## src/rtl/game_pkg.sv

```systemverilog
// ---------------------------------------------------------------------------
// game_pkg
// Shared definitions for the hook release / pull-back controllers:
//   - release FSM state encoding
//   - sprite / object type codes used by the draw engine and object table
//   - field slices of the packed 27-bit object-location word
//       {w[26:22], x[21:13], h[12:8], y[7:0]}
// ---------------------------------------------------------------------------
package game_pkg;

    typedef enum logic [3:0] {
        ST_IDLE,
        ST_LOAD,
        ST_DRAW,
        ST_WAIT_STEP,
        ST_ERASE,
        ST_SCAN_RESET,
        ST_SCAN_WAIT,
        ST_SCAN_CMP,
        ST_SCAN_NEXT,
        ST_MOVE,
        ST_LATCH,
        ST_HANDOFF,
        ST_WAIT_PB,
        ST_DONE
    } release_state_t;

    localparam logic [4:0] TYPE_NONE        = 5'd0;
    localparam logic [4:0] TYPE_GOLD_MEDIUM = 5'd10;
    localparam logic [4:0] TYPE_GOLD_LARGE  = 5'd11;
    localparam logic [4:0] TYPE_HOOK        = 5'd12;
    localparam logic [4:0] TYPE_ROCK_LARGE  = 5'd13;
    localparam logic [4:0] TYPE_ROCK_MEDIUM = 5'd14;

    localparam int LOC_W_HI = 26;
    localparam int LOC_W_LO = 22;
    localparam int LOC_X_HI = 21;
    localparam int LOC_X_LO = 13;
    localparam int LOC_H_HI = 12;
    localparam int LOC_H_LO = 8;
    localparam int LOC_Y_HI = 7;
    localparam int LOC_Y_LO = 0;

    function automatic logic [4:0] loc_w(input logic [26:0] loc);
        return loc[LOC_W_HI:LOC_W_LO];
    endfunction

    function automatic logic [8:0] loc_x(input logic [26:0] loc);
        return loc[LOC_X_HI:LOC_X_LO];
    endfunction

    function automatic logic [4:0] loc_h(input logic [26:0] loc);
        return loc[LOC_H_HI:LOC_H_LO];
    endfunction

    function automatic logic [7:0] loc_y(input logic [26:0] loc);
        return loc[LOC_Y_HI:LOC_Y_LO];
    endfunction

endpackage

```

## src/rtl/hook_hit_compare.sv

```systemverilog
// ---------------------------------------------------------------------------
// hook_hit_compare
// Combinational bounding-box test of the hook tip against one object entry.
// Must stay semantically identical to the comparison used on pull-back.
//   location : packed object-location word {w, x, h, y}
//   x        : hook x (9-bit)
//   tip_y    : hook tip y (9-bit, already offset, no wrap)
//   hit      : obj_y <= tip_y <= obj_y+h  and  obj_x <= x <= obj_x+w
// Object presence is qualified by the caller.
// ---------------------------------------------------------------------------
module hook_hit_compare
    import game_pkg::*;
(
    input  logic [26:0] location,
    input  logic [8:0]  x,
    input  logic [8:0]  tip_y,
    output logic        hit
);

    logic [8:0] obj_x;
    logic [7:0] obj_y;
    logic [4:0] obj_w;
    logic [4:0] obj_h;
    logic [9:0] x_right;
    logic [8:0] y_low;

    assign obj_x = loc_x(location);
    assign obj_y = loc_y(location);
    assign obj_w = loc_w(location);
    assign obj_h = loc_h(location);

    // Widened sums so the far edges never wrap.
    assign x_right = {1'b0, obj_x} + {5'b0, obj_w};
    assign y_low   = {1'b0, obj_y} + {4'b0, obj_h};

    assign hit = (tip_y >= {1'b0, obj_y}) && (tip_y <= y_low) &&
                 (x >= obj_x) && ({1'b0, x} <= x_right);

endmodule

```

## src/rtl/hook_release_control.sv

```systemverilog
// ---------------------------------------------------------------------------
// hook_release_control
// Drives the hook downward one row per step from its launch point. Each step:
// draw hook, wait STEP_CYCLES, erase hook, scan the object table for a hit
// at the hook tip. A hit, or reaching the bottom / a side edge, latches the
// release point and hit type, pulses start_pull_back, then waits for
// pull_back_done before pulsing release_done and returning to idle.
//
// Ports:
//   clk, resetn (sync, active-low)
//   start_release, launch_x, launch_y, dir_x   : launch request + parameters
//   start_draw_hook, erase_hook, hook_x, hook_y,
//   draw_type, draw_object_done                : draw-engine handshake
//   reset_object_read, read_object_location,
//   object_location_length, object_type,
//   object_present                             : object-table read port
//   current_release_x/y, reach_bottom,
//   type_reached                               : latched release result
//   start_pull_back, pull_back_done            : pull-back handoff
//   release_done                               : end-of-release pulse
// ---------------------------------------------------------------------------
module hook_release_control
    import game_pkg::*;
#(
    parameter int         STEP_CYCLES = 1562500,
    parameter int         NUM_OBJECTS = 12,
    parameter logic [7:0] Y_BOTTOM    = 8'd230,
    parameter logic [8:0] X_MIN       = 9'd4,
    parameter logic [8:0] X_MAX       = 9'd312,
    parameter logic [3:0] TIP_OFFSET  = 4'd10
) (
    input  logic        clk,
    input  logic        resetn,
    input  logic        start_release,
    input  logic [8:0]  launch_x,
    input  logic [7:0]  launch_y,
    input  logic [2:0]  dir_x,
    output logic        start_draw_hook,
    output logic        erase_hook,
    output logic [8:0]  hook_x,
    output logic [7:0]  hook_y,
    output logic [4:0]  draw_type,
    input  logic        draw_object_done,
    output logic        reset_object_read,
    output logic        read_object_location,
    input  logic [26:0] object_location_length,
    input  logic [4:0]  object_type,
    input  logic        object_present,
    output logic [8:0]  current_release_x,
    output logic [7:0]  current_release_y,
    output logic        reach_bottom,
    output logic [4:0]  type_reached,
    output logic        start_pull_back,
    input  logic        pull_back_done,
    output logic        release_done
);

    localparam int CNT_W = (STEP_CYCLES > 1) ? $clog2(STEP_CYCLES) : 1;
    localparam int IDX_W = (NUM_OBJECTS > 1) ? $clog2(NUM_OBJECTS) : 1;
    localparam logic [CNT_W-1:0] CNT_LAST = CNT_W'(STEP_CYCLES - 1);
    localparam logic [IDX_W-1:0] IDX_LAST = IDX_W'(NUM_OBJECTS - 1);

    release_state_t state_reg, state_next;

    logic [8:0]       x_cur_reg;
    logic [7:0]       y_cur_reg;
    logic [2:0]       dir_reg;
    logic [CNT_W-1:0] cnt_reg;
    logic [IDX_W-1:0] idx_reg;
    logic [8:0]       rel_x_reg;
    logic [7:0]       rel_y_reg;
    logic             reach_bottom_reg;
    logic [4:0]       type_reached_reg;

    logic [8:0]         tip_y;
    logic               geom_hit;
    logic               hit;
    logic [8:0]         y_next;
    logic signed [10:0] x_next;
    logic               stop_edge;
    logic               drawing;

    // Tip is computed in 9 bits so a hook near the bottom never wraps to 0.
    assign tip_y = {1'b0, y_cur_reg} + {5'b0, TIP_OFFSET};

    hook_hit_compare u_hit (
        .location (object_location_length),
        .x        (x_cur_reg),
        .tip_y    (tip_y),
        .hit      (geom_hit)
    );

    assign hit = object_present && geom_hit;

    // Signed sum with headroom: a step past x=0 becomes negative and so
    // counts as having reached the left edge.
    assign y_next = {1'b0, y_cur_reg} + 9'd1;
    assign x_next = $signed({2'b00, x_cur_reg}) + $signed({{8{dir_reg[2]}}, dir_reg});
    assign stop_edge = (y_next >= {1'b0, Y_BOTTOM}) ||
                       (x_next <= $signed({2'b00, X_MIN})) ||
                       (x_next >= $signed({2'b00, X_MAX}));

    always_ff @(posedge clk) begin
        if (!resetn) begin
            state_reg <= ST_IDLE;
        end else begin
            state_reg <= state_next;
        end
    end

    // Next state and Moore strobes.
    always_comb begin
        state_next           = state_reg;
        start_draw_hook      = 1'b0;
        erase_hook           = 1'b0;
        reset_object_read    = 1'b0;
        read_object_location = 1'b0;
        start_pull_back      = 1'b0;
        release_done         = 1'b0;
        drawing              = 1'b0;
        case (state_reg)
            ST_IDLE: begin
                if (start_release) begin
                    state_next = ST_LOAD;
                end
            end
            ST_LOAD: begin
                state_next = ST_DRAW;
            end
            ST_DRAW: begin
                start_draw_hook = 1'b1;
                drawing         = 1'b1;
                if (draw_object_done) begin
                    state_next = ST_WAIT_STEP;
                end
            end
            ST_WAIT_STEP: begin
                if (cnt_reg == CNT_LAST) begin
                    state_next = ST_ERASE;
                end
            end
            ST_ERASE: begin
                start_draw_hook = 1'b1;
                erase_hook      = 1'b1;
                drawing         = 1'b1;
                if (draw_object_done) begin
                    state_next = ST_SCAN_RESET;
                end
            end
            ST_SCAN_RESET: begin
                reset_object_read = 1'b1;
                state_next        = ST_SCAN_WAIT;
            end
            ST_SCAN_WAIT: begin
                state_next = ST_SCAN_CMP;
            end
            ST_SCAN_CMP: begin
                if (hit) begin
                    state_next = ST_LATCH;
                end else if (idx_reg == IDX_LAST) begin
                    state_next = ST_MOVE;
                end else begin
                    state_next = ST_SCAN_NEXT;
                end
            end
            ST_SCAN_NEXT: begin
                read_object_location = 1'b1;
                state_next           = ST_SCAN_WAIT;
            end
            ST_MOVE: begin
                state_next = stop_edge ? ST_LATCH : ST_DRAW;
            end
            ST_LATCH: begin
                state_next = ST_HANDOFF;
            end
            ST_HANDOFF: begin
                start_pull_back = 1'b1;
                state_next      = ST_WAIT_PB;
            end
            ST_WAIT_PB: begin
                if (pull_back_done) begin
                    state_next = ST_DONE;
                end
            end
            ST_DONE: begin
                release_done = 1'b1;
                state_next   = ST_IDLE;
            end
            default: begin
                state_next = ST_IDLE;
            end
        endcase
    end

    // The draw engine needs the sprite type for both drawing and erasing,
    // since the erase paints background over the same sprite footprint.
    assign hook_x    = drawing ? x_cur_reg : 9'd0;
    assign hook_y    = drawing ? y_cur_reg : 8'd0;
    assign draw_type = drawing ? TYPE_HOOK : TYPE_NONE;

    always_ff @(posedge clk) begin
        if (!resetn) begin
            x_cur_reg        <= 9'd0;
            y_cur_reg        <= 8'd0;
            dir_reg          <= 3'd0;
            cnt_reg          <= '0;
            idx_reg          <= '0;
            rel_x_reg        <= 9'd0;
            rel_y_reg        <= 8'd0;
            reach_bottom_reg <= 1'b0;
            type_reached_reg <= 5'd0;
        end else begin
            case (state_reg)
                ST_LOAD: begin
                    x_cur_reg        <= launch_x;
                    y_cur_reg        <= launch_y;
                    dir_reg          <= dir_x;
                    rel_x_reg        <= 9'd0;
                    rel_y_reg        <= 8'd0;
                    reach_bottom_reg <= 1'b0;
                    type_reached_reg <= 5'd0;
                end
                ST_DRAW: begin
                    // Counter is armed here so WAIT_STEP starts from zero.
                    cnt_reg <= '0;
                end
                ST_WAIT_STEP: begin
                    cnt_reg <= cnt_reg + CNT_W'(1);
                end
                ST_SCAN_RESET: begin
                    idx_reg <= '0;
                end
                ST_SCAN_CMP: begin
                    if (hit) begin
                        type_reached_reg <= object_type;
                    end
                end
                ST_SCAN_NEXT: begin
                    idx_reg <= idx_reg + IDX_W'(1);
                end
                ST_MOVE: begin
                    if (stop_edge) begin
                        reach_bottom_reg <= 1'b1;
                    end else begin
                        x_cur_reg <= x_next[8:0];
                        y_cur_reg <= y_next[7:0];
                    end
                end
                ST_LATCH: begin
                    rel_x_reg <= x_cur_reg;
                    rel_y_reg <= y_cur_reg;
                end
                default: begin
                end
            endcase
        end
    end

    assign current_release_x = rel_x_reg;
    assign current_release_y = rel_y_reg;
    assign reach_bottom      = reach_bottom_reg;
    assign type_reached      = type_reached_reg;

endmodule

```

## config.mk

```make
export PLATFORM = sky130hd
export DESIGN_NAME = hook_release_control
export DESIGN_NICKNAME = d
export VERILOG_FILES = /design/src/rtl/game_pkg.sv /design/src/rtl/hook_hit_compare.sv /design/src/rtl/hook_release_control.sv
export SDC_FILE = /design/constraint.sdc
export NUM_CORES = 1
export LEC_CHECK = 0
export BUFFER_PORTS_ARGS = -buffer_cell sky130_fd_sc_hd__buf_2
export CORE_ASPECT_RATIO = 1.1
export CORE_MARGIN = 5
export CORE_UTILIZATION = 44
export CTS_CLUSTER_DIAMETER = 30
export DETAILED_ROUTE_END_ITERATION = 10
export PLACE_DENSITY = 0.66
export SLEW_MARGIN = 20
export SYNTH_ARGS = -nofsm -noshare
export SYNTH_HDL_FRONTEND = slang
export SYNTH_SLANG_ARGS = --single-unit
```

## constraint.sdc

```tcl
create_clock -name clk -period 9.2 [get_ports clk]
set_clock_uncertainty 0.2 [all_clocks]
set_input_delay 1.38 -clock clk [delete_from_list [all_inputs] [get_ports clk]]
set_output_delay 1.38 -clock clk [all_outputs]
set_load 0.02 [all_outputs]
```

==> impl_metrics.json, run 1 <==
{
  "r2r-start": "dir_reg[2]",
  "rrSetupSlack_ns": 5.08,
  "hold_depth": 1,
  "die_x_um": 117,
  "routed_wirelength_mm": 16.0,
  "wl_per_cell_um": 16.8,
  "synth-adder-area-share_pct": 14.6,
  "largest_register_ffs": 21,
  "drtPass1Iterations": 5,
  "critPathRequiredTime_ns": 9.26,
  "num_rows": 43,
  "cts_tree": "yes",
  "critical_path_arrival_ns": 5.14,
  "io_pins": 109,
  "slew_headroom_pct": 31.1,
  "ys_warn_count": 0,
  "syn_area_sq_um": 5540,
  "path_cells": "buf_2 > ha_1 > fa_1 > a21o_1 > a21oi_1 > nor2b_1 > o21ai_0 > xnor2_1 > ha_1 > or3_1 > a211o_1 > a221oi_1 > o21ai_0 > nor4_2 > mux2i_1",
  "dp_hpwl_mm": 12.5,
  "synth_area_leader_cell": "dfxtp_1",
  "grt_pass1_vias": 5207,
  "fmax_mhz": 197,
  "cts-buffers-inserted": 9,
  "die_y_um": 128,
  "r2r-end": "x_cur_reg[5]",
  "layout-drive-gt1-share_pct": 17.8,
  "core_sq_um": 12500,
  "ctsResizeCount": 0,
  "r2r_cells": 9,
  "yosys-top-cells-area": "dfxtp_1 26%, ha_1 14%, nor2_1 5.4%",
  "slowest_stage": "nor4_2",
  "cp-end-kind": "flip-flop",
  "gp_congestion": 0.882,
  "grt_pass1_wl_mm": 25.2,
  "vias": 5576,
  "syn_avg_cell_area_sq_um": 7.81,
  "syn_inst": 710,
  "cts_buffer_depth": 2,
  "vias_per_cell": 5.86,
  "final.setup.tns_ns": 0,
  "setup_violations": 0,
  "maxCapViolCount": 0,
  "power_mw": 1.55,
  "cts.sink_count": 72,
  "antennaDiodeCount": 0,
  "area_delta_synth_final_pct": 15.5,
  "postCtsSetupBuffers": 0,
  "htreeDepth": 3,
  "grt-ovfl-total": 0,
  "synth_xor_area_share_pct": 3.48,
  "die_area_sq_um": 14900,
  "synth_top_family_by_area": "compound AO/OA/AOI/OAI gates",
  "ys_seq_elements": 72,
  "clock_latency_ns": 0.33,
  "hold_path_end": "idx_reg[3]",
  "async_flop_share_pct": 0,
  "ir_worst_vdd_mv": 0.111,
  "place_area_sq_um": 6120,
  "clk_pin_slew_ns": 0.05,
  "seq_area_frac_synth_pct": 26.0,
  "place.port_buffers": 105,
  "drt_iter0_drc": 314,
  "drc": 0,
  "slew_violations": 0,
  "nNetsFinal": 912,
  "gr-usage-all-layers_pct": 21.0,
  "cp_max_fo": 6,
  "status": "completed",
  "ant_nets": 0,
  "initial_core_util_pct": 44.4,
  "fillCellCount": 1277,
  "synth_compound_area_share_pct": 25.6,
  "fin_crit_sh_pct": 55.2,
  "post-route-util_pct": 51.3,
  "worst_pin_slew_ns": 1.03,
  "hold_viol_final": 0,
  "min_from": "idx_reg[3]",
  "final_cells": 951,
  "synth_top_flop_cell": "dfxtp_1",
  "cts-root-buf": "clkbuf_16",
  "synthDominantCellAreaShare_pct": 26.0,
  "crit_type": "in -> reg",
  "yosys-mux-area-fraction_pct": 1.63,
  "hp-class": "reg -> reg",
  "powerDensity_nw_per_um2": 242,
  "place_inst": 937,
  "yosys.area_share.simple_pct": 22.6,
  "start_kind": "primary input",
  "rsz0062_at_grt": "no",
  "yosysUniqueCellTypes": 64,
  "ctsHoldBuffers": 0,
  "slowest_delay_ns": 0.70,
  "antenna_found_initial": 1,
  "power.leakage_nw": 2.82,
  "synth_edf_count": 0,
  "fin_area_sq_um": 6400,
  "grt_max_degree": 56,
  "finalCriticalPeriod_ns": 5.08
}
==> per-layer routing <==
layer	track usage (%)	share of wire (%)	wire length, um	up-vias
met5	0	0.044	7	-
li1	-	-	-	2769
met1	25.1	40	6450	2643
met4	6.07	1.7	269	2
met3	3.40	5.7	915	22
met2	38.3	52	8350	140
==> worst max-delay path: cells and delay by family <==
kind,cells,cell delay (ns)
compound gates,6,1.38
xor+xnor,1,0.09
fa+ha+maj,3,0.80
buf+inv,1,0.11
mux,1,0.25
simple gates,3,1.12
==> worst max-delay path by stage <==
| stage | cells past startpoint | end | from | slack, ns |
|---|---|---|---|---|
| final | 15 | type_reached[3] | object_location_length[0] | 4.12 |
| after floorplan | 14 | type_reached[0] | object_location_length[0] | 4.37 |
| after detailed placement | 15 | type_reached[3] | object_location_length[0] | 3.80 |
| after global placement | 15 | type_reached[3] | object_location_length[0] | 3.89 |
| after global routing | 15 | type_reached[2] | object_location_length[0] | 3.85 |
| after CTS | 15 | type_reached[4] | object_location_length[0] | 4.13 |
==> synthesized netlist by cell type (4+ instances only) <==
master and count:
and2_1 7, nand2b_1 8, or3_1 4, xnor2_1 19
nor2_1 80, nor3_1 27, nand4_1 8, a22oi_1 24
o221ai_1 8, o21a_1 5, nor2b_1 9, ha_1 60
nand3_1 24, a41oi_1 4, buf_4 5, o211ai_1 6
o2111ai_1 4, a311oi_1 12, clkbuf_1 31, or2_2 6
a21o_1 9, a21oi_1 47, o21ai_0 31, and3_1 10
a211oi_1 10, a211o_1 8, a221oi_1 4, mux2i_1 9
nand2_1 59, inv_1 39, dfxtp_1 72, nor4_1 6
a31o_2 6
==> power by group <==
group / switching [mW] / internal [mW] / total (mW)
combinational: 0.468 / 0.292 / 0.760
clock: 0.125 / 0.206 / 0.331
sequential: 0.106 / 0.350 / 0.455
total: 0.699 / 0.848 / 1.55
==> layout by cell type (no fill, tap or decap), types with 4 or more instances in the layout <==
master | netlist | routed
o2111ai_1 | 4 | 4
o21a_1 | 5 | 5
a221oi_1 | 4 | 4
nor4_1 | 6 | 6
mux2i_1 | 9 | 9
and3_1 | 10 | 10
clkbuf_16 | 0 | 9
nor3_1 | 27 | 25
a211oi_1 | 10 | 10
nand2b_1 | 8 | 8
or3_1 | 4 | 4
nand3_1 | 24 | 24
a21oi_1 | 47 | 47
a22oi_1 | 24 | 24
and2_1 | 7 | 7
nand4_1 | 8 | 8
nand2_1 | 59 | 59
a41oi_1 | 4 | 4
o221ai_1 | 8 | 8
o21ai_0 | 31 | 31
buf_2 | 1 | 105
a211o_1 | 8 | 8
xnor2_1 | 19 | 19
nor2b_1 | 9 | 9
inv_1 | 39 | 39
a21o_1 | 9 | 9
nor2_1 | 80 | 79
dfxtp_1 | 72 | 72
a31o_2 | 6 | 6
ha_1 | 60 | 60
o211ai_1 | 6 | 6
or2_2 | 6 | 6
a311oi_1 | 12 | 12
==> final cells by class <==
| type | instances | area, sq um | share of cell area [%] |
|---|---|---|---|
| sequential | 72 | 1440 | 22.5 |
| inverter | 41 | 154 | 2.40 |
| clock buffer | 10 | 229 | 3.58 |
| clock inverter | 4 | 47.5 | 0.743 |
| timing repair buffer | 107 | 541 | 8.44 |
| multi-input combinational | 560 | 3790 | 59.2 |
| tap | 157 | 196 | 3.07 |
==> logic make-up after synthesis <==
family,count (synthesis)
AO/OA/AOI/OAI,202
XOR/XNOR,22
adder cells (fa/ha/maj),63
buffers and inverters,80
flip-flops,72
multiplexers,9
other,1
AND/OR/NAND/NOR,261
==> metrics by stage <==
step | setup slack (ns) | hold WS (ns)
6_report | 4.12 | 0.261
3_5_place_dp | 3.80 | 0.248
3_3_place_gp | 3.89 | 0.234
5_1_grt | 3.85 | 0.283
2_1_floorplan | 4.37 | 0.223
4_1_cts | 4.13 | 0.252
No activity file was read; power rests on OpenSTA's default activity.
==> run 2: changes to the inputs <==
- clock period: 9.2 -> 5.15 ns (I/O delays scaled with it)
==> impl_metrics.json, run 2 (synthesis gave the netlist of run 1 again) <==
{
  "status": "completed",
  "final.setup.tns_ns": 0,
  "power_mw": 2.82,
  "min_from": "idx_reg[3]",
  "die_y_um": 128,
  "ctsResizeCount": 0,
  "power.leakage_nw": 2.85,
  "fin_area_sq_um": 6450,
  "hp-class": "reg -> reg",
  "ir_worst_vdd_mv": 0.236,
  "drtPass1Iterations": 5,
  "seqCellArea_sq_um": 1440,
  "wl_per_cell_um": 16.9,
  "gr-usage-all-layers_pct": 21.3,
  "gp_congestion": 0.890,
  "ant_nets": 0,
  "maxCapViolCount": 0,
  "vias_per_cell": 5.82,
  "post-place-ws_ns": 0.773,
  "cts.sink_count": 72,
  "fin_ws_ns": 1.11,
  "num_rows": 43,
  "grt-ovfl-total": 0,
  "worst_pin_slew_ns": 0.997,
  "cts-root-buf": "clkbuf_16",
  "cts_buffer_depth": 2,
  "cp-end-kind": "flip-flop",
  "routed_wirelength_mm": 16.2,
  "place_inst": 940,
  "start_kind": "primary input",
  "clk_pin_slew_ns": 0.06,
  "drc": 0,
  "dp_hpwl_mm": 12.5,
  "cp_max_fo": 6,
  "r2r-start": "dir_reg[2]",
  "multiInputGateArea_sq_um": 3790,
  "slew_headroom_pct": 33.2,
  "clock_latency_ns": 0.33,
  "io_pins": 109,
  "die_x_um": 117,
  "grt_max_degree": 56,
  "place.port_buffers": 105,
  "critPathRequiredTime_ns": 5.21,
  "initial_core_util_pct": 44.4,
  "antenna_found_initial": 1,
  "rsz0062_at_grt": "no",
  "powerDensity_nw_per_um2": 438,
  "nNetsFinal": 915,
  "final_cells": 956,
  "timing.hold.ws_ns": 0.264,
  "place_area_sq_um": 6140,
  "antennaDiodeCount": 0,
  "drt_iter0_drc": 393,
  "cts_tree": "yes",
  "fmax_mhz": 248,
  "area_delta_synth_final_pct": 16.4,
  "cts-buffers-inserted": 9,
  "vias": 5567,
  "post-route-util_pct": 51.7,
  "largest_register_ffs": 21,
  "postCtsSetupBuffers": 0,
  "die_area_sq_um": 14900,
  "fillCellCount": 1204,
  "cp-startpoint": "object_location_length[0]",
  "layout-drive-gt1-share_pct": 18.4,
  "grt_pass1_wl_mm": 25.4,
  "final_common_cell": "buf_2",
  "fin_crit_sh_pct": 78.4,
  "htreeDepth": 3,
  "setup_violations": 0,
  "finalCriticalPeriod_ns": 4.04,
  "crit_type": "in -> reg",
  "mostFrequentLayoutCells": "105 x buf_2, 79 x nor2_1, 72 x dfxtp_1, 60 x ha_1, 59 x nand2_1",
  "slew_violations": 0,
  "hold_viol_final": 0,
  "core_sq_um": 12500,
  "ctsHoldBuffers": 0,
  "grt_pass1_vias": 5243,
  "critical_path_arrival_ns": 4.10
}
==> run 2: final cells by class <==
| type | instances | area share, % |
|---|---|---|
| Tap cell | 157 | 3.04 |
| Sequential cell | 72 | 22.3 |
| Clock inverter | 6 | 1.01 |
| Multi-Input combinational cell | 560 | 58.8 |
| Clock buffer | 10 | 3.70 |
| Inverter | 41 | 2.39 |
| Timing Repair Buffer | 110 | 8.73 |
==> run 2: worst paths after layout <==
| check | to | slack (ns) | cells past startpoint |
|---|---|---|---|
| hold / removal | idx_reg[3] | 0.26 | 1 |
| setup reg to reg | x_cur_reg[1] | 1.37 | 8 |
| hold reg to reg | idx_reg[3] | 0.26 | 1 |
| setup / recovery | type_reached[2] | 1.11 | 16 |
==> run 2: worst max-delay path, stage by stage <==
cell      delay [ns]
buf_2           0.11
ha_1            0.21
fa_1            0.40
a21o_1          0.20
a21oi_1         0.21
nor2b_1         0.09
o21ai_0         0.20
xnor2_1         0.09
ha_1            0.18
or3_1           0.32
a211o_1         0.28
a221oi_1        0.23
o21ai_0         0.22
nor4_2          0.18
buf_4           0.21
mux2i_1         0.19
==> run 2: routing by layer <==
metal / routed length, um / global-route usage [%]
met5: 9 / 0
met4: 257 / 6.55
met2: 8460 / 38.5
met3: 884 / 3.16
met1: 6560 / 25.6
==> run 2: power breakdown <==
group          switching (mW)  internal, mW
Clock                   0.244         0.390
Combinational           0.840         0.538
Sequential              0.188         0.625
Total                    1.27          1.55
==> run 3: changes to the inputs <==
- ABC_AREA: default -> 1
- PLACE_DENSITY: 0.66 -> 0.68
- clock period: 5.15 -> 3.2 ns (I/O delays scaled with it)
==> impl_metrics.json, run 3 <==
{
  "status": "completed",
  "grt-ovfl-total": 0,
  "power.leakage_nw": 3.64,
  "maxCapViolCount": 0,
  "post-place-ws_ns": -0.211,
  "htreeDepth": 3,
  "ir_worst_vdd_mv": 0.313,
  "die_y_um": 133,
  "nNetsFinal": 1178,
  "synth_edf_count": 0,
  "drc": 0,
  "cp_max_fo": 5,
  "wl_met2_mm": 7.75,
  "routed_wirelength_mm": 16.7,
  "rrSetupSlack_ns": 0.26,
  "slew_violations": 0,
  "wl_per_cell_um": 13.4,
  "die_area_sq_um": 16300,
  "vias": 6333,
  "syn_inst": 941,
  "async_flop_share_pct": 0,
  "grt_pass1_vias": 5861,
  "grt_max_degree": 36,
  "setup_violations": 0,
  "synth_commonest_cells": "231 x nand2_1, 124 x nor2_1, 111 x inv_1",
  "mostFrequentLayoutCells": "230 x nand2_1, 123 x nor2_1, 111 x inv_1, 105 x buf_2, 72 x dfxtp_1",
  "gr-usage-all-layers_pct": 20.4,
  "drtPass1Iterations": 5,
  "p_clk_share_pct": 20.1,
  "largest_register_ffs": 21,
  "layout-drive-gt1-share_pct": 20.4,
  "yosys-top-cells-area": "dfxtp_1 24%, nand2_1 14%, ha_1 12%",
  "ys_seq_elements": 72,
  "slowest_stage": "fa_2",
  "yosysMostFrequentCell": "nand2_1",
  "gp_congestion": 0.931,
  "fillCellCount": 1414,
  "cts.sink_count": 72,
  "initial_core_util_pct": 44.4,
  "critPathMostFrequentCell": "nand2_1",
  "grt_pass1_wl_mm": 27.4,
  "critPathRequiredTime_ns": 3.27,
  "synth_top_flop_cell": "dfxtp_1",
  "synth_area_leader_cell": "dfxtp_1",
  "ctsHoldBuffers": 0,
  "netSwitchingFraction_pct": 46.8,
  "drt_iter0_drc": 323,
  "path_cells": "buf_2 > ha_1 > fa_2 > nand3_1 > nand2_1 > nand2_1 > a21oi_1 > xor2_1 > ha_1 > nand2_1 > nor2_2 > nand2_1 > o211ai_1 > nand2_1 > nand4_1 > nor2_1 > nor2_2 > nor2_1 > nor2_1",
  "ant_nets": 0,
  "intPower_mw": 2.60,
  "yosysUniqueCellTypes": 47,
  "synthDominantCellAreaShare_pct": 23.7,
  "vias_per_cell": 5.07,
  "num_rows": 45,
  "finalCriticalPeriod_ns": 2.97,
  "dp_hpwl_mm": 13.1,
  "crit_type": "in -> reg",
  "power.share.sequential_pct": 25.8,
  "crit_family": "simple AND/OR/NAND/NOR gates",
  "slew_headroom_pct": 35.1,
  "syn_avg_cell_area_sq_um": 6.45,
  "final_common_cell": "nand2_1",
  "antennaDiodeCount": 0,
  "critical_path_arrival_ns": 3.04,
  "wl_met1_mm": 7.61,
  "clk_pin_slew_ns": 0.06,
  "die_x_um": 122,
  "io_pins": 109,
  "start_kind": "primary input",
  "fmax_mhz": 337,
  "timing.hold.ws_ns": 0.215,
  "ys_warn_count": 0,
  "p_comb_share_pct": 54.2,
  "cts_tree": "yes",
  "powerDensity_nw_per_um2": 680,
  "clock_latency_ns": 0.33,
  "worst_pin_slew_ns": 0.973,
  "cp-end-kind": "flip-flop",
  "seq_area_frac_synth_pct": 23.7,
  "highest_layer": "met5",
  "crit_buf_inv": 1,
  "core_sq_um": 13700,
  "fin_ws_ns": 0.232,
  "cts_buffer_depth": 2,
  "place.port_buffers": 105,
  "fin_crit_sh_pct": 92.8,
  "antenna_found_initial": 1,
  "hold_viol_final": 0,
  "met3_length_um": 997,
  "hp-class": "in -> reg",
  "switchingPower_mw": 2.29,
  "syn_area_sq_um": 6070,
  "cts-root-buf": "clkbuf_16",
  "cts-buffers-inserted": 9,
  "area_delta_synth_final_pct": 18.5,
  "slowest_delay_ns": 0.35
}
-- run 3: changes by cell type after synthesis, moves of 16 or more --
cell / before / now
xnor2_1: 19 / 3
nand2_1: 59 / 231
inv_1: 39 / 111
nor2_2: 0 / 17
a22oi_1: 24 / 1
nand3_1: 24 / 70
nor2_1: 80 / 124
nor3_1: 27 / 6
-- run 3: cells by family (layout without fill, tap and decap cells) --
family | count (synthesis) | after routing | share of synthesized area (%)
compound gates | 130 | 130 | 12.5
simple gates | 505 | 505 | 37.4
flops | 72 | 72 | 23.7
other cells | 1 | 3 | 0.0617
buf+inv | 150 | 268 | 10.1
fa+ha+maj | 63 | 63 | 13.3
xor+xnor | 20 | 20 | 2.88
-- run 3: worst register-to-register path: cells and delay by family, from the launching register on --
| kind | cells | cell delay (ns) |
|---|---|---|
| AND/OR/NAND/NOR | 13 | 1.57 |
| adder cells (fa/ha/maj) | 2 | 0.61 |
| flip-flops | 1 | 0.35 |
| XOR/XNOR | 1 | 0.16 |
-- run 3: layout make-up --
type / count / area [sq um] / area share (%)
sequential: 72 / 1440 / 20.0
tap: 188 / 235 / 3.27
multi-input combinational: 721 / 4050 / 56.3
clock inverter: 4 / 45.0 / 0.626
inverter: 121 / 454 / 6.31
timing repair buffer: 132 / 728 / 10.1
clock buffer: 11 / 243 / 3.37
-- run 3: power groups by stage --
stage	clock, mW	sequential [mW]	combinational (mW)
global placement	0	1.28	2.60
global route	1.04	1.29	3.02
detailed placement	0	1.27	2.63
CTS	0.997	1.26	2.65
floorplan	0	1.23	2.02
finish	0.983	1.26	2.65
-- run 3: per-layer routing --
layer	GRT usage (%)	vias up
met4	7.04	2
met5	0	-
li1	-	3293
met1	27.2	2842
met3	3.31	24
met2	33.4	172
-- run 3: path summary, 6_finish.rpt --
check | cells after the start | to | from
hold reg to reg | 2 | current_release_y[4] | current_release_y[4]
setup / recovery | 19 | type_reached[3] | object_location_length[0]
setup reg to reg | 16 | type_reached[2] | y_cur_reg[1]
hold / removal | 3 | dir_reg[0] | dir_x[0]
-- run 3: timing repair --
item | 4_1_cts | 5_1_grt
setup endpoints to repair | 0 | 6
setup buffers | 0 | 1
resized for setup | 0 | 7
-- run 3: stage by stage --
| step | TNS [ns] | utilization, % | area (sq um) | std cells | power, mW |
|---|---|---|---|---|---|
| CTS | 0 | 52.4 | 7170 | 1248 | 4.90 |
| global placement | -0.695 | 50.3 | 6880 | 1233 | 3.88 |
| global route | -0.0260 | 52.6 | 7200 | 1249 | 5.35 |
| floorplan | 0 | - | 6080 | 943 | 3.25 |
| finish | 0 | 52.6 | 7200 | 1249 | 4.89 |
| detailed placement | -1.26 | 50.3 | 6880 | 1233 | 3.91 |
